**config.mk**
```make
export PLATFORM = sky130hd
export DESIGN_NAME = qtcore_debug_port
export DESIGN_NICKNAME = d
export VERILOG_FILES = /design/src/rtl/qtcore_dbg_pkg.sv /design/src/rtl/dbg_sat_counter.sv /design/src/rtl/qtcore_debug_port.sv
export SDC_FILE = /design/constraint.sdc
export NUM_CORES = 1
export LEC_CHECK = 0
export ABC_AREA = 1
export CORE_MARGIN = 2
export CORE_UTILIZATION = 58
export CTS_BUF_LIST = sky130_fd_sc_hd__clkbuf_8
export DETAILED_ROUTE_END_ITERATION = 10
export HOLD_SLACK_MARGIN = 0.1
export PLACE_DENSITY = 0.95
export SYNTH_ARGS = -nofsm -noshare
export SYNTH_HDL_FRONTEND = slang
export SYNTH_SLANG_ARGS = --single-unit
```
**constraint.sdc**
```tcl
create_clock -name clk -period 2.4 [get_ports clk]
set_input_delay 0.6 -clock clk [delete_from_list [all_inputs] [get_ports clk]]
set_output_delay 0.6 -clock clk [all_outputs]
set_load 0.01 [all_outputs]
```
**src/rtl/qtcore_dbg_pkg.sv**
```systemverilog
// Shared definitions for the qtcore multi-chain debug port.
// Holds the FSM state encoding and the default parameter values used by
// qtcore_debug_port and its testbench.
package qtcore_dbg_pkg;

   localparam int unsigned DEF_NUM_CHAINS = 4;
   localparam int unsigned DEF_SEL_W      = 2;
   localparam int unsigned DEF_CNT_W      = 16;

   typedef enum logic [2:0] {
      StWait   = 3'd0,
      StIdle   = 3'd1,
      StSel    = 3'd2,
      StShift  = 3'd3,
      StBadsel = 3'd4,
      StRun    = 3'd5,
      StHalted = 3'd6
   } dbg_state_t;

endpackage

```
**src/rtl/dbg_sat_counter.sv**
```systemverilog
// Saturating up-counter with synchronous clear.
// Ports:
//   clk    - clock, rising edge
//   rst    - synchronous active-high reset, clears the count
//   clear  - synchronous clear (lower priority than rst)
//   enable - increment by one, holding at all-ones
//   count  - current count value
module dbg_sat_counter #(
   parameter int unsigned CNT_W = 16
) (
   input  logic             clk,
   input  logic             rst,
   input  logic             clear,
   input  logic             enable,
   output logic [CNT_W-1:0] count
);

   logic [CNT_W-1:0] count_q;

   always_ff @(posedge clk) begin
      if (rst) begin
         count_q <= '0;
      end else if (clear) begin
         count_q <= '0;
      end else if (enable && (count_q != '1)) begin
         count_q <= count_q + 1'b1;
      end
   end

   assign count = count_q;

endmodule

```
**src/rtl/qtcore_debug_port.sv**
```systemverilog
// Multi-chain SPI-style scan/run debug front end for the accumulator core.
// A scan transfer begins with an SEL_W-bit chain-select header (MSB first);
// the rest of the transfer is routed to the selected scan chain. A run
// transfer gates the processor enable and latches a sticky halt flag.
// Ports:
//   clk, rst        - shared clock, synchronous active-high reset
//   scan_cs_n       - active-low scan-transfer select
//   proc_cs_n       - active-low processor-run select
//   mosi, miso      - serial data in / out
//   chain_scan_en   - one-hot scan enable per chain
//   chain_scan_in   - scan data to all chains (mosi)
//   chain_scan_out  - scan data returned by each chain
//   proc_en         - processor enable
//   halt            - processor halt indication
//   halt_sticky     - latched halt, cleared by the next scan shift
//   shift_count     - bits shifted in the current or last scan transfer
//   run_count       - enabled cycles in the current or last run
module qtcore_debug_port
   import qtcore_dbg_pkg::*;
#(
   parameter int unsigned NUM_CHAINS = DEF_NUM_CHAINS,
   parameter int unsigned SEL_W      = DEF_SEL_W,
   parameter int unsigned CNT_W      = DEF_CNT_W
) (
   input  logic                  clk,
   input  logic                  rst,
   input  logic                  scan_cs_n,
   input  logic                  proc_cs_n,
   input  logic                  mosi,
   output logic                  miso,
   output logic [NUM_CHAINS-1:0] chain_scan_en,
   output logic                  chain_scan_in,
   input  logic [NUM_CHAINS-1:0] chain_scan_out,
   output logic                  proc_en,
   input  logic                  halt,
   output logic                  halt_sticky,
   output logic [CNT_W-1:0]      shift_count,
   output logic [CNT_W-1:0]      run_count
);

   localparam int unsigned HDR_W = (SEL_W > 1) ? $clog2(SEL_W) : 1;
   localparam logic [SEL_W:0] NUM_CHAINS_W = (SEL_W + 1)'(NUM_CHAINS);

   dbg_state_t       state_q, state_d;
   logic [SEL_W-1:0] sel_q, sel_d;
   logic [HDR_W-1:0] hdr_q, hdr_d;
   logic             sticky_q, sticky_d;

   logic [SEL_W-1:0] sel_shifted;
   logic             sel_valid;
   logic             hdr_last;
   logic             shift_active;
   logic             clear_shift;
   logic             clear_run;

   assign sel_shifted = (sel_q << 1) | SEL_W'(mosi);
   assign sel_valid   = ({1'b0, sel_shifted} < NUM_CHAINS_W);
   assign hdr_last    = (hdr_q == HDR_W'(SEL_W - 1));

   // Enables are combinational so they drop in the same cycle the select
   // rises or halt asserts.
   assign shift_active = (state_q == StShift) && !scan_cs_n;
   assign proc_en      = (state_q == StRun) && !proc_cs_n && scan_cs_n && !halt;

   // Counters restart only when a new frame of their own kind begins.
   assign clear_shift = (state_q == StIdle) && !scan_cs_n;
   assign clear_run   = (state_q == StIdle) && scan_cs_n && !proc_cs_n;

   always_comb begin
      state_d  = state_q;
      sel_d    = sel_q;
      hdr_d    = hdr_q;
      sticky_d = sticky_q;
      unique case (state_q)
         // A select held low through reset must be released before any frame.
         StWait: begin
            if (scan_cs_n && proc_cs_n) state_d = StIdle;
         end
         StIdle: begin
            if (!scan_cs_n) begin
               state_d = StSel;
               hdr_d   = '0;
            end else if (!proc_cs_n) begin
               state_d = StRun;
            end
         end
         StSel: begin
            if (scan_cs_n) begin
               state_d = StIdle;
            end else begin
               sel_d = sel_shifted;
               hdr_d = hdr_q + 1'b1;
               if (hdr_last) state_d = sel_valid ? StShift : StBadsel;
            end
         end
         StShift: begin
            if (scan_cs_n) state_d = StIdle;
            else           sticky_d = 1'b0;
         end
         StBadsel: begin
            if (scan_cs_n) state_d = StIdle;
         end
         StRun: begin
            if (!scan_cs_n) begin
               state_d = StWait;
            end else if (proc_cs_n) begin
               state_d = StIdle;
            end else if (halt) begin
               state_d  = StHalted;
               sticky_d = 1'b1;
            end
         end
         StHalted: begin
            if (!scan_cs_n)     state_d = StWait;
            else if (proc_cs_n) state_d = StIdle;
         end
         default: state_d = StWait;
      endcase
   end

   always_ff @(posedge clk) begin
      if (rst) begin
         state_q  <= StWait;
         sel_q    <= '0;
         hdr_q    <= '0;
         sticky_q <= 1'b0;
      end else begin
         state_q  <= state_d;
         sel_q    <= sel_d;
         hdr_q    <= hdr_d;
         sticky_q <= sticky_d;
      end
   end

   always_comb begin
      chain_scan_en = '0;
      miso          = 1'b0;
      unique case (state_q)
         StShift: begin
            for (int unsigned i = 0; i < NUM_CHAINS; i++) begin
               if (sel_q == SEL_W'(i)) begin
                  chain_scan_en[i] = !scan_cs_n;
                  miso             = chain_scan_out[i];
               end
            end
         end
         StRun, StHalted: miso = halt | sticky_q;
         default: miso = 1'b0;
      endcase
   end

   assign chain_scan_in = mosi;
   assign halt_sticky   = sticky_q;

   dbg_sat_counter #(
      .CNT_W (CNT_W)
   ) u_shift_cnt (
      .clk    (clk),
      .rst    (rst),
      .clear  (clear_shift),
      .enable (shift_active),
      .count  (shift_count)
   );

   dbg_sat_counter #(
      .CNT_W (CNT_W)
   ) u_run_cnt (
      .clk    (clk),
      .rst    (rst),
      .clear  (clear_run),
      .enable (proc_en),
      .count  (run_count)
   );

endmodule

```
==> summary.txt <==
Worst setup path
  • Reg2reg start: u_shift_cnt.count[0]
  • Crit path capture type: output pin
  • FF-to-FF path depth: 7
  • Reg2reg end: u_shift_cnt.count[9]
  • Critical path arrival: 1700 ps
  • Crit path kind: in2out
  • Top fanout value on the critical path: 1
  • Reg-to-reg slack, setup: 550 ps
  • Critical Path RT: 1800 ps
  • Critical Path Source Type: primary input

Layout
  • Final Cell Area: 3180 um2
  • Layout Nets: 460
  • Most common cell after layout, fill and taps aside: nand2_1
  • Commonest non-fill, non-tap cells in the layout: 103 x nand2_1, 67 x nor2_1, 42 x clkdlybuf4s50_1, 37 x dfxtp_1, 34 x inv_1
  • Utilization after layout: 74.6%
  • Share of cells above drive strength 1: 16.3%
  • Diodes inserted: 0
  • Area grow syn2layout: 25.7%

STA
  • Clock Skew: 4.57 ps
  • Tmin final: 2300 ps
  • Pins Over Slew Limit: 0
  • FMAX: 0.436 GHz
  • Unrepaired setup endpoints after global routing: false
  • Final Hold Fails: 0
  • Final period util: 95.6%
  • # setup viols final: 0
  • Worst Tran Pin Value: 435 ps
  • Slew margin rel.: 71.0%

Place
  • Port bufs: 49
  • Final HPWL from detailed placement: 4650 um
  • Placed Area: 3100 um2
  • Global placement routability congestion: 0.836

Clock network
  • CTS sink cnt: 39
  • Clock root buffer: clkbuf_8
  • H-Tree Depth: 2
  • Max clock buf depth: 2
  • Clk slew on worst S/H paths: 80 ps
  • TritonCTS Buffers: 5
  • CTS tree: done
  • Skew-Pair Late Insertion Delay: 300 ps

Synthesis
  • Syn Inst Count: 389
  • EDFF count, synth: 0
  • Part of the Yosys area used for sequential elements: 30.9%
  • Top cell type's share of synthesized area: 30.9%
  • Main combinational cell family by area after synthesis: simple AND/OR/NAND/NOR gates
  • Synthesis-stage register bit count: 39
  • Fraction of registers with async set or reset after synthesis: 0%
  • Syn_nets: 401
  • Synth Area in Adders: 0.989%
  • Area contributors post-synth: dfxtp_1 31%, nand2_1 15%, nor2_1 9.9%, a21oi_2 5.9%, nand2_2 5.7%
  • Synth Area in Simple Gates: 42.7%
  • Main flop type after synthesis: dfxtp_1
  • Post-synthesis compound-gate area fraction: 13.1%
  • Mapped cell area: 2530 um2
  • Synth area leader: dfxtp_1
  • Unique cell type count in the Yosys netlist: 34
  • XOR/XNOR Fraction of Synth Area: 4.15%
  • Mux contribution to synthesized area: 0%
  • Avg Inst Size Synth: 6.50 um2
  • Synthesis warning total: 0

Floorplanning
  • # rows: 24
  • Die H: 70.0 um
  • I/O pin total: 50
  • Core area: 4260 um2
  • Die area: 4910 um2
  • DIE WIDTH: 70.0 um
  • Initial Util: 59.3%

Hold path
  • Hold EP: u_run_cnt.count[8]
  • Worst Hold Class: reg2reg
  • Hold Path Origin: u_run_cnt.count[8]
  • Worst hold stages: 2

Global routing
  • Met1 global-route usage: 28.9%
  • Initial antenna violation count: 0
  • First-pass GRT wire length: 10600 um
  • All-layer global routing usage: 26.3%
  • GRT met3 Usage: 5.48%
  • Largest net degree at the start of global routing: 19
  • Grt total ovfl: 0
  • Global route hottest layer: met2
  • Met2 Use GR: 49.5%
  • Vias in the first global route: 2534

Pwr
  • Pwr dens: 503 nW/um2
  • LEAKAGE: 1.21 nW
  • Maximum vdd ir drop: 285 uV

Drt
  • Vias: 2639
  • Number of routed nets with antenna violations: 0
  • DRC: 0
  • Routed len/inst: 12.2 um
  • Starting DRT DRC Count: 93
  • Drt first pass iters: 4
  • Via density: 5.27
  • WL final: 6110 um

Status
  • Status: complete, no violations

Run
  • Max Cap Viol: 0
-- per-stage QoR --
stage,hold WS (ps),instances,TNS [ps],setup WS [ps],power (W)
2_1_floorplan,487,389,0,664,0.00106
3_3_place_gp,500,493,-1100,-228,0.00115
3_5_place_dp,504,493,-1220,-236,0.00118
4_1_cts,513,501,0,39.9,0.00160
5_1_grt,556,501,0,36.5,0.00169
6_report,517,501,0,105,0.00160
-- metal layers --
| layer | up-vias | wire [um] |
|---|---|---|
| met3 | 10 | 230 |
| met5 | - | 0 |
| met1 | 1206 | 2610 |
| met2 | 63 | 3170 |
| li1 | 1360 | - |
| met4 | 0 | 95 |
-- cell families (layout without fill, tap and decap cells) --
family,count (synthesis),in the layout
flip-flops,39,39
AO/OA/AOI/OAI,48,48
AND/OR/NAND/NOR,242,242
XOR/XNOR,12,12
adder cells (fa/ha/maj),2,2
buffers and inverters,46,106
-- flip-flops by register name (all words and copies together) (netlist names) --
name	flops
hdr_last	1
u_shift_cnt.count	16
halt_sticky	1
sel_q	2
u_run_cnt.count	16
state_q	3
-- layout make-up --
class | instances | area [um2]
Inverter | 39 | 148
Timing Repair Buffer | 59 | 561
Clock buffer | 5 | 68.8
Tap cell | 52 | 65.1
Multi-Input combinational cell | 304 | 1540
Sequential cell | 39 | 783
Clock inverter | 3 | 12.5
Fill cell | 331 | 1080
-- how the worst max path moves through the flow --
| stage | to | cells after the start | slack, ps | startpoint |
|---|---|---|---|---|
| floorplan | chain_scan_en[0] | 6 | 660 | state_q[1] |
| finish | miso | 5 | 100 | chain_scan_out[0] |
| CTS | chain_scan_en[1] | 7 | 40 | state_q[1] |
| global route | miso | 5 | 40 | chain_scan_out[2] |
| detailed placement | chain_scan_en[0] | 5 | -240 | scan_cs_n |
| global placement | proc_en | 4 | -230 | scan_cs_n |
-- critical path, stage by stage --
cell	delay, ps
clkdlybuf4s50_1	440
nand3b_1	100
o211ai_1	90
o31ai_1	180
dlygate4sd2_1	290
-- what timing repair did --
item                                    in CTS  in global routing
hold buffers                                 0                  0
buffers inserted                             0                  0
endpoints found under the setup margin       6                  1
gates resized for setup                      8                  1
-- synth_stat cells, drive strengths merged (4+ instances only) --
master,instances
o21ai,13
xnor2,4
a21oi,31
nand4,8
nand3,27
xor2,8
inv,37
buf,7
dfxtp,39
nor2,70
nor3,7
nand2,127
-- power by group --
group | internal (W) | leakage (nW) | switching, W
sequential | 0.000688 | 0.316 | 0.0000630
combinational | 0.000152 | 0.846 | 0.000263
clock | 0.000196 | 0.0505 | 0.000237
No activity file was read; power rests on OpenSTA's default activity.
